==> src/rtl/div_unit.sv <==
// div_unit: multicycle signed restoring divider (MIPS DIV semantics).
// One quotient bit per clock; quotient returns on lo, remainder on hi.
// A zero divisor is answered at once with a done + div_zero pulse and
// leaves hi/lo untouched.
//
//   state  | meaning
//   -------+------------------------------------------------------------
//   IDLE   | waiting for start; answers divide-by-zero without leaving
//   RUN    | WIDTH restoring iterations on |dividend| / |divisor|
//   FINISH | apply signs, load hi/lo, pulse done, return to IDLE
module div_unit #(
  parameter int WIDTH = 32
) (
  input  logic             clk,
  input  logic             reset,
  input  logic             start,
  input  logic [WIDTH-1:0] dividend,
  input  logic [WIDTH-1:0] divisor,
  output logic [WIDTH-1:0] hi,
  output logic [WIDTH-1:0] lo,
  output logic             busy,
  output logic             done,
  output logic             div_zero
);

  localparam int CW = $clog2(WIDTH) + 1;
  localparam logic [CW-1:0] LAST_ITER = CW'(WIDTH - 1);

  typedef enum logic [1:0] {
    IDLE,
    RUN,
    FINISH
  } state_t;

  state_t           state;
  logic [WIDTH-1:0] rem;
  logic [WIDTH-1:0] quot;
  logic [WIDTH-1:0] dvsr;
  logic             sign_q;
  logic             sign_r;
  logic [CW-1:0]    count;

  logic [WIDTH-1:0] abs_a;
  logic [WIDTH-1:0] abs_b;
  logic [WIDTH:0]   rem_sh;
  logic [WIDTH:0]   trial;

  // Operand magnitudes (most-negative value maps to 2^(WIDTH-1) unsigned)
  // and the WIDTH+1-bit trial subtract; bit WIDTH is the borrow.
  always_comb begin
    abs_a  = dividend[WIDTH-1] ? (~dividend + 1'b1) : dividend;
    abs_b  = divisor[WIDTH-1]  ? (~divisor + 1'b1)  : divisor;
    rem_sh = {rem, quot[WIDTH-1]};
    trial  = rem_sh - {1'b0, dvsr};
  end

  // Control FSM and datapath registers; all outputs registered.
  always_ff @(posedge clk) begin
    if (reset) begin
      state    <= IDLE;
      rem      <= '0;
      quot     <= '0;
      dvsr     <= '0;
      sign_q   <= 1'b0;
      sign_r   <= 1'b0;
      count    <= '0;
      hi       <= '0;
      lo       <= '0;
      busy     <= 1'b0;
      done     <= 1'b0;
      div_zero <= 1'b0;
    end else begin
      done     <= 1'b0;
      div_zero <= 1'b0;
      case (state)
        IDLE: begin
          if (start) begin
            if (divisor == '0) begin
              done     <= 1'b1;
              div_zero <= 1'b1;
            end else begin
              quot   <= abs_a;
              dvsr   <= abs_b;
              rem    <= '0;
              sign_q <= dividend[WIDTH-1] ^ divisor[WIDTH-1];
              sign_r <= dividend[WIDTH-1];
              count  <= '0;
              busy   <= 1'b1;
              state  <= RUN;
            end
          end
        end
        RUN: begin
          quot <= {quot[WIDTH-2:0], ~trial[WIDTH]};
          rem  <= trial[WIDTH] ? rem_sh[WIDTH-1:0] : trial[WIDTH-1:0];
          count <= count + 1'b1;
          if (count == LAST_ITER) state <= FINISH;
        end
        FINISH: begin
          lo    <= sign_q ? (~quot + 1'b1) : quot;
          hi    <= sign_r ? (~rem + 1'b1) : rem;
          done  <= 1'b1;
          busy  <= 1'b0;
          state <= IDLE;
        end
        default: begin
          busy  <= 1'b0;
          state <= IDLE;
        end
      endcase
    end
  end

endmodule

==> config.mk <==
export PLATFORM = sky130hd
export DESIGN_NAME = div_unit
export DESIGN_NICKNAME = d
export VERILOG_FILES = /design/src/rtl/div_unit.sv
export SDC_FILE = /design/constraint.sdc
export NUM_CORES = 1
export LEC_CHECK = 0
export CAP_MARGIN = 10
export CORE_MARGIN = 1
export CORE_UTILIZATION = 50
export CTS_CLUSTER_DIAMETER = 80
export DETAILED_ROUTE_END_ITERATION = 8
export GPL_ROUTABILITY_DRIVEN = 0
export MAX_ROUTING_LAYER = met4
export PLACE_DENSITY = 0.73
export SLEW_MARGIN = 30
export SYNTH_ARGS = -nofsm -noshare
export SYNTH_HDL_FRONTEND = slang
export SYNTH_SLANG_ARGS = --single-unit
==> constraint.sdc <==
create_clock -name clk -period 8.7 [get_ports clk]
set_input_delay 0.87 -clock clk [delete_from_list [all_inputs] [get_ports clk]]
set_output_delay 0.87 -clock clk [all_outputs]
set_load 0.02 [all_outputs]
# After elaboration in Yosys (flattened, before gate mapping)
# Index checks and enable logic that the tools add are counted.
# word_totals
reg_bits,173
out_inout_bits,67
elab_cells,65
input_bits,67
# classes
muxes,24
bitwise,9
add_sub_neg,6
reduce_logical,8
n_eq_ne,6
# ops
cell,n
$mux W32,9
$add A32 B1 Y32 const B,4
$not A32 Y32,4
$pmux W32 S2,2
$sub A33 B32 Y33,1
$logic_not A32 Y1,1
$mux W6,2
$pmux W6 S2,1
$reduce_and A3 Y1,4
$add A6 B1 Y6 const B,1
$eq A6 B5 Y1 const B,1
$mux W2,3
$ne A2 B2 Y1 const B,3
$mux W1,4
$not A1 Y1,4
$pmux W1 S2,2
$pmux W2 S2,1
$eq A2 B1 Y1 const B,1
$eq A2 B2 Y1 const B,1
$logic_not A2 Y1,1
$reduce_bool A2 Y1,1
$reduce_or A2 Y1,1
$xor A1 B1 Y1,1

# Longest topological paths before layout
# Gate-level depths: netlist of run 1.
# logic_depth
word_depth,6
ltp_mapped,13
depth_no_buf,11

# Least setup slack after synthesis of run 1
# OpenSTA, ideal clock, no wires.
# synth_path
kind,input port to flip-flop
from,in divisor[13]
to,reg quot[10]
cell_stages,10
n_path_buf,2
t_arrival_ps,3212
path_slack_ps,5361
cell_sequence,or4_4 -> or3_4 -> or4_4 -> nor3_4 -> a31oi_1 -> nor2b_4 -> buf_6 -> buf_6 -> a222oi_1 -> nor2_1
# synth_via
elab_chain_len,3
# synth_rtl
element,line,text
start: declaration,18,"input logic [WIDTH-1:0] divisor,"
$logic_not A32 Y1,78,if (divisor == '0) begin
$ne A2 B2 Y1 (no line),n/a,
$reduce_and A3 Y1 (no line),n/a,
end signal: assignment,82,quot <= abs_a;
end signal: assignment,94,"quot <= {quot[WIDTH-2:0], ~trial[WIDTH]};"
end: declaration,37,logic [WIDTH-1:0] quot;
# No other way between the ends.
# A chain may end at the register's enable or synchronous reset.

# Final worst setup path of run 1
# layout_path
from,in divisor[13]
to,reg rem[21]
# layout_via
elab_chain_len,3
# layout_rtl
element,line,text
$logic_not A32 Y1,78,
$ne A2 B2 Y1 (no line),n/a,
$reduce_and A3 Y1 (no line),n/a,
end signal: assignment,95,rem <= trial[WIDTH] ? rem_sh[WIDTH-1:0] : trial[WIDTH-1:0];
end: declaration,36,logic [WIDTH-1:0] rem;
# No other way between the ends.

==> impl_metrics.toml, run 1 <==
[final_layout]
syn2layout_area_growth_pct = 19.10
n_antenna_cell = 0
final_cells = 1703
final_cell_area_um2 = 12740
fin_util_pct = 60.61
most-common-layout-cells = "dfxtp_1, nor2_1, clkdlybuf4s50_1"
final_common_cell = "dfxtp_1"
drive_above_1_share_pct = 4.972
nNetsFinal = 1520

[floorplanning]
start_util_pct = 50.89
num_io_pins = 134
core_um2 = 21020
num_rows = 53
chipHeight_um = 148.3
dieArea_um2 = 21980
die_x_um = 148.3

[critical_path]
critical_path.n_buffers_inverters = 3
cp-start-kind = "primary input"
slowest_stage = "or4_4"
path_cells = "clkdlybuf4s50_1, or4_4, or3_4, or4_4, nor3_4, a311o_1, buf_4, nor2b_2, buf_4, nand2_1, o211ai_1"
path_class = "primary input to register"
cp.arrival_ps = 4420
critical-path-top-delay-family = "simple AND/OR/NAND/NOR gates"
crit_required_ps = 9050
slowest_delay_ps = 580
crit_path_end_kind = "register"
critPathMaxFanout = 39

[run]
cap_violations = 0

[drt]
drtIter0Drc = 882
vias_per_cell = 5.977
drc = 0
drt_pass1_iterations = 8
wl_per_cell_um = 17.01
wirelength_um = 28970
num_vias = 10179
ant_nets = 0

[clocking]
cts-buffers-inserted = 17
hold_buffers = 0
cts.repair.resized = 0
tritoncts = "done"
cts_buffer_depth = 2
clk_latency_ps = 440
htree_num_levels = 4
clk_pin_slew_ps = 60
cts.sinks = 173
cts_setup_buffers = 0
clockRootBuffer = "clkbuf_16"

[global_routing]
grt_pass1_wl_um = 47210
gr-usage-all-layers_pct = 27.62
antenna_found_initial = 0
grt_pass1_vias = 9290
grt_max_degree = 86
grt_overflow = 0

[timing]
hold_ws_ps = 455.5
finalCritPeriodShare_pct = 46.78
rsz0062_at_grt = "no"
slew_headroom_pct = 38.52
final-hold-violation-count = 0
drv_slew = 0
finalSetupTns_ps = 0
finalSetupViolations = 0
setup_slack_ps = 4630
finalCriticalPeriod_ps = 4070
max_slew.worst_pin.slew_ps = 922.2
fmaxAchievable_ghz = 0.2457
skew_ps = 11.03

[yosys]
synth_cell_types = 71
syn_inst = 1331
synthesis.nets = 1436
synth_edf_count = 0
ys_warn_count = 0
yosysSeqAreaShare_pct = 32.37
synthArstFlopShare_pct = 0
synth_area_per_cell_um2 = 8.037
yosys_register_bits = 173
syn_area_um2 = 10700
synth_flop_cell = "dfxtp_1"

[pwr]
p_per_area_nw_per_um2 = 158.3
leakage_nw = 4.606
clockPowerShare_pct = 38.6
p_switching_uw = 592.2
finalPower_mw = 2.018
p_comb_share_pct = 19.4
internal_power_mw = 1.425
ir_drop_mv = 0.1494
seqPwrFrac_pct = 42.1
swShare_pct = 29.35

[placement]
placed_area_um2 = 12120
numPortBuffers = 133
dpl.cell_count = 1670
dpl_worst_slack_ps = 4225
dp_hpwl_um = 20320

[status]
outcome = "complete, no violations"

[min_path]
hold_path_class = "register to register"
-- worst register-to-register path, stage by stage, from the launching register on --
cell	delay, ps
dfxtp_1	550
inv_1	180
fa_1	470
nand2b_1	180
a21oi_1	320
o21ai_1	250
a2111oi_0	380
or4_1	170
and3_1	150
buf_4	460
mux2i_1	290
o21ai_0	90
-- routing by layer --
metal | track usage [%] | vias up | share of wire (%)
met5 | - | - | 0
met4 | 12.68 | 0 | 3.8
met3 | 3.098 | 74 | 4.7
met2 | 41.24 | 315 | 44
met1 | 37.37 | 4770 | 47
li1 | - | 5020 | -
-- cells in the mapped netlist, types with 4 or more instances --
| master | number | area, µm² |
|---|---|---|
| a211oi_1 | 81 | 608.1 |
| a21o_1 | 13 | 97.59 |
| a21oi_1 | 70 | 350.3 |
| a222oi_1 | 28 | 280.3 |
| a311oi_1 | 4 | 35.03 |
| a31oi_1 | 4 | 25.02 |
| a32oi_1 | 5 | 43.79 |
| and3_1 | 11 | 68.82 |
| buf_1 | 4 | 15.01 |
| buf_2 | 16 | 80.08 |
| clkbuf_1 | 55 | 206.5 |
| dfxtp_1 | 173 | 3463 |
| ha_1 | 37 | 462.9 |
| inv_1 | 46 | 172.7 |
| mux2i_1 | 29 | 290.3 |
| nand2_1 | 124 | 465.5 |
| nand2b_1 | 14 | 87.58 |
| nand3_1 | 24 | 120.1 |
| nand3b_1 | 8 | 60.06 |
| nand4_1 | 6 | 37.54 |
| nor2_1 | 153 | 574.3 |
| nor2b_1 | 12 | 75.07 |
| nor3_1 | 21 | 105.1 |
| nor4_1 | 11 | 68.82 |
| o2111ai_1 | 4 | 35.03 |
| o211ai_1 | 7 | 52.55 |
| o21a_1 | 9 | 67.56 |
| o21ai_0 | 82 | 410.4 |
| o21ai_1 | 9 | 45.04 |
| o21bai_1 | 6 | 45.04 |
| o31ai_1 | 32 | 240.2 |
| o41ai_1 | 14 | 122.6 |
| or2_2 | 8 | 50.05 |
| or3_1 | 17 | 106.4 |
| or4_1 | 13 | 97.59 |
| xnor2_1 | 71 | 621.9 |
| xor2_1 | 61 | 534.3 |
-- cell families after synthesis --
kind of cell	synth area share (%)
and+or+nand+nor	19.38
AOI/OAI and AO/OA	25.18
DFF	32.37
xor gates and xnor gates	10.81
buffers and inverters	4.924
adders and majority gates	4.515
muxes	2.819
-- registers in the layout, indices dropped and copies added, names as in the netlist --
signal,cells
rem,32
quot,32
done,1
div_zero,1
lo,32
count,6
busy,1
dvsr,32
sign_q,1
hi,32
state,2
sign_r,1
-- area by class of cell --
type / instances / area (µm²)
clock buffer: 20 / 456.7
clock inverter: 12 / 133.9
fill: 1895 / 8280
inverter: 47 / 176.4
multi-input combinational: 1031 / 6731
sequential: 173 / 3465
tap: 275 / 344.1
timing repair buffer: 145 / 1434
-- final timing paths --
| check | startpoint | to | slack, ps | depth (start not counted) |
|---|---|---|---|---|
| min | hi[20] | hi[20] | 460 | 2 |
| max | divisor[13] | rem[21] | 4630 | 11 |
| max reg2reg | rem[0] | rem[5] | 5090 | 11 |
| min reg2reg | hi[20] | hi[20] | 460 | 2 |
-- power by group through the flow --
stage	logic [mW]	registers [mW]	clock network, mW
after global routing	0.432	0.852	0.819
final	0.390	0.848	0.779
after detailed placement	0.386	0.865	0
after floorplan	0.282	0.856	0
after global placement	0.379	0.864	0
after CTS	0.388	0.847	0.788
No activity file was read; power rests on OpenSTA's default activity.
==> run 2, diff against run 1 <==
--- a/config.mk
+++ b/config.mk
@@ -12,7 +12,7 @@
 export DETAILED_ROUTE_END_ITERATION = 8
 export GPL_ROUTABILITY_DRIVEN = 0
 export MAX_ROUTING_LAYER = met4
-export PLACE_DENSITY = 0.73
+export PLACE_DENSITY = 0.76
 export SLEW_MARGIN = 30
 export SYNTH_ARGS = -nofsm -noshare
 export SYNTH_HDL_FRONTEND = slang
==> constraint.sdc (replaced) <==
create_clock -name clk -period 3.35 [get_ports clk]
set_input_delay 0.335 -clock clk [delete_from_list [all_inputs] [get_ports clk]]
set_output_delay 0.335 -clock clk [all_outputs]
set_load 0.02 [all_outputs]
==> run 2 against run 1 <==
The run now ends with DRC left. First-iteration DRC count shrank 13%. Via count rose by 2.6%. Sequential power grew to 2.6 times the previous value. Non-clock buffer count grew 53. Register-to-register slack worse by 5000 ps. Die area stayed put. Total power grew to 2.6 times the previous value. Critical path type is now register to register.
==> impl_metrics.toml, run 2 (synthesis results as in run 1) <==
[timing]
drv_slew = 0
finalCritPeriodShare_pct = 96.22
max_slew.worst_pin.slew_ps = 830.7
fmaxAchievable_ghz = 0.3102
finalCriticalPeriod_ps = 3223
slew_headroom_pct = 44.51
finalSetupViolations = 0
finalSetupTns_ps = 0
rsz0062_at_grt = "no"
skew_ps = 11.04
final-hold-violation-count = 0

[run]
cap_violations = 0

[clocking]
cts.sinks = 173
clk_latency_ps = 440
clockRootBuffer = "clkbuf_16"
cts-buffers-inserted = 17
clk_pin_slew_ps = 70
htree_num_levels = 4
cts_setup_buffers = 0
tritoncts = "done"
cts_buffer_depth = 2
hold_buffers = 0

[pwr]
leakage_nw = 4.885
p_per_area_nw_per_um2 = 400.8
ir_drop_mv = 0.2937

[final_layout]
multi_input_area_um2 = 6728
final_common_cell = "dfxtp_1"
nNetsFinal = 1573
fin_util_pct = 62.68
drive_above_1_share_pct = 8.373
most-common-layout-cells = "dfxtp_1, nor2_1, clkdlybuf4s50_1"
syn2layout_area_growth_pct = 23.17
n_antenna_cell = 0
fillers = 1752
regArea_um2 = 3465

[floorplanning]
chipHeight_um = 148.3
dieArea_um2 = 21980
num_rows = 53
start_util_pct = 50.89
num_io_pins = 134
die_x_um = 148.3
core_um2 = 21020

[global_routing]
antenna_found_initial = 0
grt_overflow = 0
grt_max_degree = 77
grt_pass1_vias = 9795
gr-usage-all-layers_pct = 27.91
grt_pass1_wl_um = 48210

[drt]
ant_nets = 0
num_vias = 10447
vias_per_cell = 5.949
drc = 2
wirelength_um = 29220
drt_pass1_iterations = 9
wl_per_cell_um = 16.64
drtIter0Drc = 767

[min_path]
hold_path_class = "register to register"
holdCritStartpoint = "lo[29]"

[critical_path]
rr_startpoint = "dvsr[9]"
cp.arrival_ps = 3550
crit_path_end_kind = "register"
crit_required_ps = 3670
rrSetupSlack_ps = 130
path_class = "register to register"
cp-startpoint = "dvsr[9]"
critPathMaxFanout = 26
cp-start-kind = "register"

[placement]
dp_hpwl_um = 21420
numPortBuffers = 133

[status]
outcome = "finished with violations"
violations = "DRC"
==> run 2: changes by cell type in the layout (fill, tap and decap cells not counted), sizes merged <==
cell | before | now
inv | 50 | 54
clkbuf | 20 | 18
buf | 14 | 67
clkinv | 5 | 4
bufinv | 2 | 1
==> run 2: per-layer routing <==
| layer | global-route usage (%) | vias up | share of wire [%] |
|---|---|---|---|
| li1 | - | 5146 | - |
| met5 | - | - | 0 |
| met3 | 4.172 | 67 | 5.2 |
| met2 | 43.45 | 336 | 45 |
| met4 | 11.91 | 0 | 3.4 |
| met1 | 35.99 | 4898 | 46 |
==> run 2: cell type report <==
type                    instances  share of cell area [%]
multi-input cells            1031                   51.06
flip-flops and latches        173                   26.29
repair buffers                198                   14.22
clock buffers                  18                   3.333
well taps                     275                   2.611
inverters                      47                   1.339
clock inverters                14                   1.139
==> run 2: path summary, 6_finish.rpt <==
kind                 end  cells past startpoint
setup / recovery  rem[0]                     12
hold / removal    lo[29]                      2
setup reg to reg  rem[0]                     12
hold reg to reg   lo[29]                      2
==> run 2: worst max-delay path, stage by stage (launching register included) <==
cell       delay (ps)
dfxtp_1           340
inv_1              60
ha_1              350
a21oi_1           180
o21ai_0           150
a2111oi_0         480
buf_4             240
a2111oi_0          80
or4_1             430
and3_1            240
buf_12            190
mux2i_1           150
a22o_1            210
==> run 2: repair_timing <==
action,in CTS,in global routing
endpoints found under the hold margin,0,0
setup endpoints to repair,0,15
gates resized for setup,0,1
==> run 2: report_power, final <==
part / switching, mW / internal, mW / total, mW
clock network: 0.925 / 1.08 / 2.00
registers: 0.0777 / 2.13 / 2.21
logic: 0.603 / 0.471 / 1.07
total: 1.61 / 3.68 / 5.28
==> run 2: stage by stage <==
step / worst slack [ps] / total power [mW] / area [µm²] / instances / hold slack [ps]
global route: 13.94 / 5.515 / 13180 / 1756 / 483.5
detailed placement: -43.48 / 3.301 / 12590 / 1724 / 449.7
global placement: 40.02 / 3.275 / 12580 / 1724 / 441.3
finish: 126.6 / 5.281 / 13180 / 1756 / 457.6
CTS: 226.5 / 5.289 / 13180 / 1756 / 459.9
floorplan: 368.0 / 2.957 / 10700 / 1331 / 431.9
==> run 3, diff against run 2 <==
--- a/config.mk
+++ b/config.mk
@@ -5,14 +5,15 @@
 export SDC_FILE = /design/constraint.sdc
 export NUM_CORES = 1
 export LEC_CHECK = 0
-export CAP_MARGIN = 10
+export CELL_PAD_IN_SITES_DETAIL_PLACEMENT = 1
+export CELL_PAD_IN_SITES_GLOBAL_PLACEMENT = 1
 export CORE_MARGIN = 1
-export CORE_UTILIZATION = 50
+export CORE_UTILIZATION = 38
 export CTS_CLUSTER_DIAMETER = 80
 export DETAILED_ROUTE_END_ITERATION = 8
 export GPL_ROUTABILITY_DRIVEN = 0
 export MAX_ROUTING_LAYER = met4
-export PLACE_DENSITY = 0.76
+export PLACE_DENSITY_LB_ADDON = 0.1
 export SLEW_MARGIN = 30
 export SYNTH_ARGS = -nofsm -noshare
 export SYNTH_HDL_FRONTEND = slang
==> constraint.sdc (replaced) <==
create_clock -name clk -period 3.35 [get_ports clk]
set_input_delay 0.8375 -clock clk [delete_from_list [all_inputs] [get_ports clk]]
set_output_delay 0.8375 -clock clk [all_outputs]
set_load 0.02 [all_outputs]
==> run 3 against run 2 <==
Clock skew grew 8.5 ps. Critical path depth is 2 lower. Total power up 1.6%. Highest routed layer unchanged. The flow now finishes without violations.
==> impl_metrics.toml, run 3 (synthesis results as in run 1) <==
[status]
outcome = "complete, no violations"

[final_layout]
fillers = 3350
n_antenna_cell = 0
syn2layout_area_growth_pct = 29.87
multi_input_area_um2 = 6859
regArea_um2 = 3463
drive_above_1_share_pct = 12.75
most-common-layout-cells = "dfxtp_1, nor2_1, clkdlybuf4s50_1"
final_common_cell = "dfxtp_1"
nNetsFinal = 1637

[clocking]
hold_buffers = 0
clockRootBuffer = "clkbuf_16"
tritoncts = "done"
clk_latency_ps = 450
cts-buffers-inserted = 17
clk_pin_slew_ps = 80
htree_num_levels = 4
cts.sinks = 173
cts_buffer_depth = 2

[drt]
wl_per_cell_um = 18.18
drc = 0
ant_nets = 0
drt_pass1_iterations = 5
num_vias = 10672
vias_per_cell = 5.550
drtIter0Drc = 532
wirelength_um = 34960

[floorplanning]
chipHeight_um = 169.8
core_um2 = 27710
dieArea_um2 = 28830
die_x_um = 169.8
num_io_pins = 134
start_util_pct = 38.61
num_rows = 61

[run]
cap_violations = 0

[timing]
skew_ps = 19.55
slew_headroom_pct = 43.97
setup_slack_ps = 123.7
finalCriticalPeriod_ps = 3226
max_slew.worst_pin.slew_ps = 832.7
finalSetupViolations = 0
finalCritPeriodShare_pct = 96.31
final-hold-violation-count = 0
drv_slew = 0
fmaxAchievable_ghz = 0.3100

[critical_path]
cp.arrival_ps = 3550
path_class = "primary input to register"
cp-start-kind = "primary input"
crit_required_ps = 3670
critPathMaxFanout = 8
crit_path_end_kind = "register"

[pwr]
internal_power_mw = 3.636
clockPowerShare_pct = 37.3
swShare_pct = 32.21
leakage_nw = 5.223
p_per_area_nw_per_um2 = 386.1
finalPower_mw = 5.364
p_switching_mw = 1.728
ir_drop_mv = 0.3615
seqPwrFrac_pct = 41.0
p_comb_share_pct = 21.7

[global_routing]
gr-usage-all-layers_pct = 25.22
grt_max_degree = 95
antenna_found_initial = 0
grt_pass1_vias = 10844
grt_overflow = 0
grt_pass1_wl_um = 56600

[placement]
dp_hpwl_um = 25900
numPortBuffers = 133
dpl_worst_slack_ps = -537.8

[min_path]
hold_path_class = "register to register"
[run 3: cell types whose count changed in the layout (fill, tap and decap cells not counted), sizes merged]
cell           before  now
buf                67  129
dlymetal6s2s        0    1
dlygate4sd2         0    1
clkinv              4    6
bufinv              1    0
clkdlybuf4s15       0    1
clkdlybuf4s50     131  127
nor2b              13   16
inv                54   53
[run 3: area by class of cell]
cell class / instances / area share, %
inverters: 47 / 1.270
flip-flops and latches: 173 / 24.93
multi-input cells: 1034 / 49.37
well taps: 378 / 3.404
repair buffers: 259 / 16.88
clock inverters: 14 / 1.063
clock buffers: 18 / 3.089
[run 3: through the flow]
stage | cell area, µm² | utilization, % | hold WS, ps | TNS (ps) | std cells
6_report | 13890 | 50.15 | 455.4 | 0 | 1923
5_1_grt | 13890 | 50.15 | 489.2 | -8.083 | 1923
3_5_place_dp | 13160 | 47.50 | 447.7 | -49060 | 1885
4_1_cts | 13800 | 49.81 | 457.2 | 0 | 1922
2_1_floorplan | 10700 | - | 431.9 | 0 | 1331
3_3_place_gp | 13160 | 47.50 | 441.0 | -41210 | 1885
[run 3: worst paths after layout]
| check | slack, ps | cells after the start | startpoint | end |
|---|---|---|---|---|
| hold reg to reg | 460 | 2 | hi[22] | hi[22] |
| setup / recovery | 120 | 10 | divisor[6] | quot[23] |
| setup reg to reg | 210 | 10 | rem[12] | rem[1] |
| hold / removal | 460 | 2 | hi[22] | hi[22] |
[run 3: power by group through the flow]
stage          combinational (mW)  sequential, mW  clock [mW]
6_report                     1.16            2.20        2.00
5_1_grt                      1.28            2.21        2.13
4_1_cts                      1.15            2.20        2.04
3_5_place_dp                 1.13            2.25           0
3_3_place_gp                 1.11            2.24           0
2_1_floorplan               0.733            2.22           0
[run 3: worst max-delay path: stages]
cell	delay [ps]
clkdlybuf4s50_1	420
or4_4	540
nor4_4	240
nand2b_1	140
buf_6	160
nor3_4	260
a31oi_4	220
nor2b_4	240
a222oi_1	380
nor2_1	90
[run 3: per-layer routing]
metal / track usage (%) / vias up / routed length, µm
met4: 7.442 / 0 / 753
met5: - / - / 0
li1: - / 5257 / -
met1: 32.49 / 5183 / 16780
met2: 41.05 / 183 / 16420
met3: 3.288 / 49 / 1011
[run 3: repair_timing]
| item | in CTS | in global routing |
|---|---|---|
| pin swaps | 7 | 11 |
| setup endpoints to repair | 74 | 84 |
| resized for setup | 17 | 19 |
| gates cloned | 2 | 1 |
| setup buffers | 3 | 0 |
